===== src/rtl/pipe_pkg.sv =====
// Shared definitions for the IF->ID delay pipeline: default widths,
// the NOP encoding presented to ID for bubbles, and the per-stage action codes.
package pipe_pkg;

  localparam int DATA_W_DEF = 32;
  localparam int DEPTH_DEF  = 7;
  localparam int CNT_W_DEF  = 16;

  // Instruction word driven to ID whenever the oldest stage is empty
  localparam logic [31:0] NOP_INSTR = 32'h0000_0000;

  // Action applied to one stage register on the next clock edge
  typedef enum logic [1:0] {
    STAGE_HOLD  = 2'd0,  // keep valid and data
    STAGE_LOAD  = 2'd1,  // take predecessor (or pipeline input)
    STAGE_KILL  = 2'd2,  // contents moved on, nothing replaced them
    STAGE_CLEAR = 2'd3   // flush: drop contents
  } stage_op_e;

endpackage


===== src/rtl/if_delay_stage.sv =====
// One slot of the IF->ID delay pipeline: a valid bit plus instruction,
// PC and PC+4, updated according to a single action code per cycle.
module if_delay_stage
  import pipe_pkg::*;
#(
  parameter int DATA_W = DATA_W_DEF
) (
  input  logic              clk,
  input  logic              rst,
  input  logic [1:0]        op,
  input  logic              valid_d,
  input  logic [DATA_W-1:0] instr_d,
  input  logic [DATA_W-1:0] pc_d,
  input  logic [DATA_W-1:0] pc4_d,
  output logic              valid_q,
  output logic [DATA_W-1:0] instr_q,
  output logic [DATA_W-1:0] pc_q,
  output logic [DATA_W-1:0] pc4_q
);

  // Slot register: load, invalidate/clear (data zeroed so bubbles carry no stale fields) or hold
  always_ff @(posedge clk or posedge rst) begin
    if (rst) begin
      valid_q <= 1'b0;
      instr_q <= '0;
      pc_q    <= '0;
      pc4_q   <= '0;
    end else begin
      case (stage_op_e'(op))
        STAGE_LOAD: begin
          valid_q <= valid_d;
          instr_q <= instr_d;
          pc_q    <= pc_d;
          pc4_q   <= pc4_d;
        end
        STAGE_KILL, STAGE_CLEAR: begin
          valid_q <= 1'b0;
          instr_q <= '0;
          pc_q    <= '0;
          pc4_q   <= '0;
        end
        STAGE_HOLD: begin
          valid_q <= valid_q;
          instr_q <= instr_q;
          pc_q    <= pc_q;
          pc4_q   <= pc4_q;
        end
        default: begin
          valid_q <= valid_q;
          instr_q <= instr_q;
          pc_q    <= pc_q;
          pc4_q   <= pc4_q;
        end
      endcase
    end
  end

endmodule


===== src/rtl/if_delay_pipe.sv =====
// IF->ID delay pipeline of DEPTH slots. adv_s[k] means "the contents of
// slot k move on this cycle" (into slot k+1, or out to ID for the oldest
// slot); slot k therefore loads whenever adv_s[k-1] is set, and becomes a
// bubble when its own contents leave without a replacement. With COLLAPSE
// set, a slot may move into an empty slot ahead of it even while ID stalls,
// squeezing bubbles out of the pipe.
module if_delay_pipe
  import pipe_pkg::*;
#(
  parameter  int DEPTH    = DEPTH_DEF,
  parameter  int DATA_W   = DATA_W_DEF,
  parameter  int COLLAPSE = 0,
  parameter  int CNT_W    = CNT_W_DEF,
  localparam int OCC_W    = $clog2(DEPTH + 1)
) (
  input  logic              CLK,
  input  logic              RESET,
  input  logic              STALL,
  input  logic              FLUSH,
  input  logic              Valid_IN,
  input  logic [DATA_W-1:0] Instr_IN,
  input  logic [DATA_W-1:0] Instr_PC_IN,
  input  logic [DATA_W-1:0] Instr_PC_Plus4_IN,
  output logic              Ready_OUT,
  output logic              Valid_OUT,
  output logic [DATA_W-1:0] Instr_OUT,
  output logic [DATA_W-1:0] Instr_PC_OUT,
  output logic [DATA_W-1:0] Instr_PC_Plus4_OUT,
  output logic [DEPTH-1:0]  Stage_Valid,
  output logic [OCC_W-1:0]  Occupancy,
  output logic [CNT_W-1:0]  Flushed_Count
);

  localparam int SUM_W = ((CNT_W > OCC_W) ? CNT_W : OCC_W) + 1;
  localparam logic [DATA_W-1:0] NOP_W   = DATA_W'(NOP_INSTR);
  localparam logic [CNT_W-1:0]  CNT_MAX = {CNT_W{1'b1}};

  logic [DEPTH-1:0]  valid_s;
  logic [DATA_W-1:0] instr_s [DEPTH];
  logic [DATA_W-1:0] pc_s    [DEPTH];
  logic [DATA_W-1:0] pc4_s   [DEPTH];
  logic [DEPTH-1:0]  adv_s;
  logic [OCC_W-1:0]  occ_s;
  logic [SUM_W-1:0]  flush_sum_s;
  logic [CNT_W-1:0]  count_next_s;
  logic [CNT_W-1:0]  count_r;

  // Advance chain, evaluated from the oldest slot backwards
  always_comb begin
    adv_s = '0;
    adv_s[DEPTH-1] = ~STALL;
    for (int k = DEPTH - 2; k >= 0; k--) begin
      if (COLLAPSE != 0) begin
        adv_s[k] = adv_s[k+1] | ~valid_s[k+1];
      end else begin
        adv_s[k] = ~STALL;
      end
    end
  end

  // Upstream may hand over an instruction only when slot 0 is moving and no flush is pending
  assign Ready_OUT = adv_s[0] & ~FLUSH;

  for (genvar g = 0; g < DEPTH; g++) begin : g_stage
    logic              load_s;
    logic [1:0]        op_s;
    logic              src_valid_s;
    logic [DATA_W-1:0] src_instr_s;
    logic [DATA_W-1:0] src_pc_s;
    logic [DATA_W-1:0] src_pc4_s;

    if (g == 0) begin : g_head
      assign load_s      = adv_s[0];
      assign src_valid_s = Valid_IN & Ready_OUT;
      assign src_instr_s = Instr_IN;
      assign src_pc_s    = Instr_PC_IN;
      assign src_pc4_s   = Instr_PC_Plus4_IN;
    end else begin : g_body
      assign load_s      = adv_s[g-1];
      assign src_valid_s = valid_s[g-1];
      assign src_instr_s = instr_s[g-1];
      assign src_pc_s    = pc_s[g-1];
      assign src_pc4_s   = pc4_s[g-1];
    end

    // Choose this slot's action: flush wins, then refill, then bubble on departure, else hold
    always_comb begin
      op_s = STAGE_HOLD;
      if (FLUSH) begin
        op_s = STAGE_CLEAR;
      end else if (load_s) begin
        op_s = STAGE_LOAD;
      end else if (adv_s[g]) begin
        op_s = STAGE_KILL;
      end else begin
        op_s = STAGE_HOLD;
      end
    end

    if_delay_stage #(
      .DATA_W (DATA_W)
    ) u_stage (
      .clk     (CLK),
      .rst     (RESET),
      .op      (op_s),
      .valid_d (src_valid_s),
      .instr_d (src_instr_s),
      .pc_d    (src_pc_s),
      .pc4_d   (src_pc4_s),
      .valid_q (valid_s[g]),
      .instr_q (instr_s[g]),
      .pc_q    (pc_s[g]),
      .pc4_q   (pc4_s[g])
    );
  end

  // Number of occupied slots, derived from the registered valids
  always_comb begin
    occ_s = '0;
    for (int k = 0; k < DEPTH; k++) begin
      occ_s = occ_s + OCC_W'(valid_s[k]);
    end
  end

  // Saturating sum of the flush counter and the instructions about to be discarded
  always_comb begin
    flush_sum_s  = SUM_W'(count_r) + SUM_W'(occ_s);
    count_next_s = count_r;
    if (flush_sum_s > SUM_W'(CNT_MAX)) begin
      count_next_s = CNT_MAX;
    end else begin
      count_next_s = flush_sum_s[CNT_W-1:0];
    end
  end

  // Flush performance counter, only advances on a flush edge
  always_ff @(posedge CLK or posedge RESET) begin
    if (RESET) begin
      count_r <= '0;
    end else if (FLUSH) begin
      count_r <= count_next_s;
    end else begin
      count_r <= count_r;
    end
  end

  // ID sees the oldest slot; empty slots are presented as NOP with zero PCs
  assign Valid_OUT          = valid_s[DEPTH-1];
  assign Instr_OUT          = valid_s[DEPTH-1] ? instr_s[DEPTH-1] : NOP_W;
  assign Instr_PC_OUT       = valid_s[DEPTH-1] ? pc_s[DEPTH-1]    : '0;
  assign Instr_PC_Plus4_OUT = valid_s[DEPTH-1] ? pc4_s[DEPTH-1]   : '0;
  assign Stage_Valid        = valid_s;
  assign Occupancy          = occ_s;
  assign Flushed_Count      = count_r;

endmodule


===== config.mk =====
export PLATFORM = sky130hd
export DESIGN_NAME = if_delay_pipe
export DESIGN_NICKNAME = d
export VERILOG_FILES = /design/src/rtl/pipe_pkg.sv /design/src/rtl/if_delay_stage.sv /design/src/rtl/if_delay_pipe.sv
export SDC_FILE = /design/constraint.sdc
export NUM_CORES = 1
export LEC_CHECK = 0
export ABC_AREA = 0
export BUFFER_PORTS_ARGS = -buffer_cell sky130_fd_sc_hd__clkbuf_2
export CAP_MARGIN = 20
export CORE_ASPECT_RATIO = 0.6
export CORE_MARGIN = 2
export CORE_UTILIZATION = 60
export DETAILED_ROUTE_END_ITERATION = 16
export PLACE_DENSITY = 0.8
export SLEW_MARGIN = 20
export SYNTH_ARGS = -nofsm -noshare
export SYNTH_HDL_FRONTEND = slang
export SYNTH_HIERARCHICAL = 1
export SYNTH_SLANG_ARGS = --single-unit

===== constraint.sdc =====
create_clock -name CLK -period 4.5 [get_ports CLK]
set_input_delay 0.675 -clock CLK [delete_from_list [all_inputs] [get_ports CLK]]
set_output_delay 0.675 -clock CLK [all_outputs]
set_load 0.02 [all_outputs]

## Word-level counts from Yosys, hierarchy flattened

Index checks and enable logic that the tools add are counted.
W data, S select, Z words.

| word-level totals | value |
|---|---|
| input port bits | 101 |
| logic and storage cells | 80 |
| flip-flop bits (word level) | 695 |

| operators by class | value |
|---|---|
| add/subtract/negate cells | 7 |
| multiplexer cells | 34 |
| order comparisons | 1 |
| bitwise logic cells | 4 |
| reductions and logical operators | 2 |
| equality and inequality tests | 3 |

Operator list:

| operator | number |
|---|---|
| $pmux W32 S2 | 21 |
| $mux W32 | 3 |
| $add A16 B3 Y17 | 1 |
| $gt A17 B16 Y1 const B | 1 |
| $mux W16 | 1 |
| $pmux W1 S2 | 7 |
| $add A3 B1 Y3 | 4 |
| $eq A2 B2 Y1 const B | 2 |
| $add A2 B1 Y3 | 1 |
| $add A1 B1 Y2 | 1 |
| $and A1 B1 Y1 | 2 |
| $eq A2 B1 Y1 const B | 1 |
| $logic_not A2 Y1 | 1 |
| $mux W2 | 1 |
| $not A1 Y1 | 2 |
| $reduce_or A2 Y1 | 1 |
| $mux W1 | 1 |

## Longest topological paths before layout

| depth | value |
|---|---|
| depth in word-level cells | 9 |
| gate-level depth with buffers | 13 |

## Modules after synthesis

Netlist, hierarchy kept.

Modules (own cells, without submodules):

| module | cells an instance | times used | area each (um^2) | sequential area each (um^2) |
|---|---|---|---|---|
| if_delay_stage | 314 | 7 | 3,925.0 | 2,427.3 |
| if_delay_pipe | 218 | 1 | 1,685.4 | 400.4 |

## Worst setup path after synthesis

Ideal clock, no wire load.

| timing path | value |
|---|---|
| path type | register -> register |
| start | register g_stage[6].u_stage.valid_q |
| end | register count_r[9] (netlist: Flushed_Count[9]) |
| buffers on the path | 1 |
| setup slack | 0.569 ns |
| stages on the path, launching flop included | 13 |
| library setup time | 0.069 ns |
| data required time | 4.431 ns |
| data arrival time | 3.862 ns |
| path through | dfrtp_1 > fa_1 > inv_1 > fa_1 > fa_1 > fa_1 > inv_1 > ha_1 > a211oi_1 > or3_1 > buf_2 > or3_1 > nand3_1 |

| on the way | value |
|---|---|
| cells in the longest elaborated chain, start to end | 4 |

Ends and longest elaborated chain:

| item | RTL line | text |
|---|---|---|
| start: declaration | if_delay_stage.sv:15 | `output logic valid_q,` |
| start signal: assignment | if_delay_stage.sv:31 | `valid_q <= valid_d;` |
| start signal: assignment | if_delay_stage.sv:43 | `valid_q <= valid_q;` |
| start signal: assignment | if_delay_stage.sv:49 | `valid_q <= valid_q;` |
| $add A3 B1 Y3 (*) | if_delay_pipe.sv:121 | `occ_s = occ_s + OCC_W'(valid_s[k]);` |
| named net Occupancy[1] | if_delay_pipe.sv:30 | `output logic [OCC_W-1:0] Occupancy,` |
| $add A16 B3 Y17 (*) | if_delay_pipe.sv:127 | `flush_sum_s = SUM_W'(count_r) + SUM_W'(occ_s);` |
| $gt A17 B16 Y1 | if_delay_pipe.sv:129 | `if (flush_sum_s > SUM_W'(CNT_MAX)) begin` |
| $mux W16 (*) | if_delay_pipe.sv:129 |  |
| end signal: assignment | if_delay_pipe.sv:141 | `count_r <= count_next_s;` |
| end signal: assignment | if_delay_pipe.sv:143 | `count_r <= count_r;` |
| end: declaration | if_delay_pipe.sv:46 | `logic [CNT_W-1:0] count_r;` |

Mark *: on every way through the listed nets, which the timed path passes. The rest lies on a longest branch.
A chain may end at the register's enable or synchronous reset.

## Worst setup path in the final report

| timing path | value |
|---|---|
| start | register g_stage[6].u_stage.valid_q |
| end | register count_r[7] (netlist: Flushed_Count[7]) |

| on the way | value |
|---|---|
| cells in the longest elaborated chain, start to end | 4 |

Ends and longest elaborated chain:

| item | RTL line |
|---|---|
| $add A3 B1 Y3 (*) | if_delay_pipe.sv:121 |
| $add A16 B3 Y17 (*) | if_delay_pipe.sv:127 |
| $gt A17 B16 Y1 | if_delay_pipe.sv:129 |
| $mux W16 (*) | if_delay_pipe.sv:129 |

Mark *: on every way between the ends. The rest lies on a longest branch, timed or not.

==> impl_metrics.py <==
metrics = {
    "clocking": {
        "numCtsBuffers": 61,
        "ctsResizeCount": 0,
        "numClockSinks": 695,
        "postCtsHoldBufs": 0,
        "cts_tree": "yes",
        "post-cts-setup-buffers": 0,
        "clkTransAtPathRegs_ns": 0.07,
        "clockBufferDepth": 3,
        "clockRootBuffer": "clkbuf_16",
        "clk_latency_ns": 0.60,
        "htreeDepth": 2,
    },
    "synthesis": {
        "synth_seq_cells": 695,
        "synth_top_area_share_pct": 59.6,
        "synth_nets": 2525,
        "yosysWarnings": 6,
        "synthArstFlopShare_pct": 100,
        "synth_area_um2": 29200,
        "synthMostInstantiatedCell": "dfrtp_1",
        "yosys-top-cells-area": "dfrtp_1, mux2i_1, nor2_1",
        "synth-seq-area-share_pct": 59.6,
        "synth-edff-count": 0,
        "synth.avg_cell_area_um2": 12.1,
        "synth_commonest_cells": "dfrtp_1, nor2_1, mux2i_1, and2_1, clkbuf_1",
        "synth_largest_area_cell": "dfrtp_1",
        "syn_inst": 2416,
        "ys_types": 33,
        "ys.flop_type": "dfrtp_1",
    },
    "sta": {
        "rsz0062_at_grt": "no",
        "tns_ns": 0,
        "hold_slack_ns": 0.305,
        "post-route-min-period_ns": 4.16,
        "worst_pin_slew_ns": 1.05,
        "max_freq_mhz": 241,
        "hold_viol": 0,
        "finalSetupViolCount": 0,
        "relSlewSlack_pct": 30.2,
        "slew_viol_final": 0,
        "fin_crit_sh_pct": 92.3,
        "clock_skew_ns": 0.0209,
    },
    "finish": {
        "diodes": 0,
        "fin_cells": 3257,
        "syn2layout_area_growth_pct": 11.4,
        "drive_gt1_share_pct": 14.3,
        "nets": 2679,
    },
    "grt": {
        "grt_overflow": 0,
        "antenna_found_initial": 0,
        "grt_pass1_vias": 18400,
        "grt_pass1_wl_um": 98500,
        "grt_use_total_pct": 24.2,
        "grt_max_degree": 235,
    },
    "power_and_ir_drop": {
        "p_leak_nw": 18.9,
        "powerDensity_nw_per_um2": 395,
        "peakVddDrop_mv": 0.286,
    },
    "setup_path": {
        "cp.depth": 10,
        "crit_chain": "fa_1, inv_1, fa_1, fa_1, fa_1, fa_1, nor2b_1, o21a_1, nand3_1, o21ai_0",
        "cp_num_buf_inv": 1,
        "crit_required_ns": 5.01,
        "worst-path-max-fanout": 14,
        "crit_family": "adder cells",
        "cp-end-kind": "flop",
        "rr_worst_depth": 10,
        "slowest_stage": "fa_1",
        "arrival_ns": 4.67,
        "cp-startpoint": "g_stage[6].u_stage/valid_q$_DFFE_PP0P_",
        "start_kind": "flop",
        "worst_path_largest_cell_delay_ns": 0.53,
        "crit_top_cell": "fa_1",
        "timing.rr.start": "g_stage[6].u_stage/valid_q$_DFFE_PP0P_",
        "r2r_setup_slack_ns": 0.34,
        "critPathKind": "reg -> reg",
    },
    "placed_design": {
        "io_buffers": 224,
        "dp_hpwl_um": 36500,
        "gp_congestion": 0.915,
        "dp.cells": 3147,
    },
    "job": {
        "drv_cap": 0,
    },
    "routing": {
        "top_layer": "met4",
        "drcViolationCount": 0,
        "m1WireLength_um": 27200,
        "vias": 17800,
        "wl_met2_um": 29100,
        "wl_met3_um": 2040,
        "wl_per_cell_um": 18.3,
        "drt-pass1-iter-count": 5,
        "via_per_inst": 5.46,
        "wirelength_um": 59600,
        "ant_nets": 0,
        "drt-initial-drc-count": 1370,
    },
    "worst_hold_path": {
        "hp-start": "Instr_PC_Plus4_IN[10]",
        "holdPathStages": 3,
        "worstHoldPathType": "in -> reg",
    },
    "die": {
        "die_h_um": 175,
        "die_area_um2": 50400,
        "rows": 62,
        "core_region_area_um2": 47900,
        "initial_core_util_pct": 60.8,
        "io_pins": 225,
        "die_x_um": 289,
    },
    "status": {
        "status": "finished, final reports clean",
    },
}
==> final cells by class <==
| class | count | area [um^2] |
|---|---|---|
| fillers | 3484 | 15500 |
| repair buffers | 265 | 1610 |
| clock buffers | 96 | 1910 |
| well taps | 640 | 801 |
| clock inverters | 14 | 183 |
| multi-input cells | 1527 | 10500 |
| flip-flops and latches | 695 | 17400 |
| inverters | 20 | 95.1 |
==> cell usage in the layout, fill, tap and decap left out, types with 3 or more instances in the layout <==
cell type and instances:
and2_1 97, buf_12 14, buf_4 27, bufinv_16 4, clkbuf_1 12, clkbuf_16 63
clkbuf_2 223, clkbuf_8 21, clkinv_2 6, dfrtp_1 694, fa_1 5, ha_1 3
inv_1 13, inv_4 6, mux2i_1 681, nand2_1 11, nand3_1 7, nor2_1 682
o211ai_1 3, o21ai_0 8, or3_1 5, xor2_1 3
==> worst register-to-register path, delay by kind of cell (launching register included) <==
kind            cells  cell delay, ns
compound gates      2            0.52
fa+ha+maj           5            2.30
buf+inv             1            0.05
flops               1            0.43
simple gates        2            0.76
==> where the power goes <==
group | internal (mW) | leakage, nW | total [mW] | switching [mW]
logic | 0.331 | 8.35 | 0.905 | 0.574
registers | 6.41 | 9.54 | 6.52 | 0.114
clock network | 3.13 | 1.03 | 5.39 | 2.26
==> per-layer routing <==
metal | up-vias | GRT usage [%]
met4 | 0 | 5.91
met3 | 87 | 3.39
li1 | 8300 | -
met1 | 9095 | 34.5
met5 | - | 0
met2 | 311 | 39.7
==> per-stage QoR <==
stage | util [%] | setup WS [ns] | total power [mW] | area [um^2]
floorplan | - | 0.569 | 7.32 | 29200
global placement | 63.4 | 0.612 | 7.51 | 30400
detailed placement | 63.4 | 0.409 | 7.55 | 30400
finish | 67.7 | 0.344 | 12.8 | 32500
global route | 67.7 | 0.157 | 13.3 | 32500
CTS | 67.7 | 0.393 | 13.0 | 32500
==> state kept, by name, indices dropped and copies added, names as in the netlist <==
signal                   count
Flushed_Count               16
g_stage.u_stage/valid_q      7
g_stage.u_stage/pc_q       224
g_stage.u_stage/pc4_q      224
g_stage.u_stage/instr_q    224
==> worst paths after layout <==
check	endpoint
max in group asynchronous	g_stage[0].u_stage/pc4_q[7]$_DFFE_PP0P_
hold reg to reg	g_stage[6].u_stage/instr_q[26]$_DFFE_PP0P_
min in group asynchronous	Flushed_Count[12]$_DFFE_PP0P_
setup / recovery	Flushed_Count[7]$_DFFE_PP0P_
hold / removal	g_stage[0].u_stage/pc4_q[10]$_DFFE_PP0P_
setup reg to reg	Flushed_Count[7]$_DFFE_PP0P_
==> cells by family (layout without fill, tap and decap cells) <==
logic type                 Yosys count  in the layout  share of synthesized area, %
adders and majority gates            8              8                         0.472
buffers and inverters              194            395                          4.43
DFF                                695            695                          59.6
muxes                              682            682                          23.4
and+or+nand+nor                    814            814                          11.5
AOI/OAI and AO/OA                   18             18                         0.378
xor gates and xnor gates             5              5                         0.150
No activity file was read; power rests on OpenSTA's default activity.
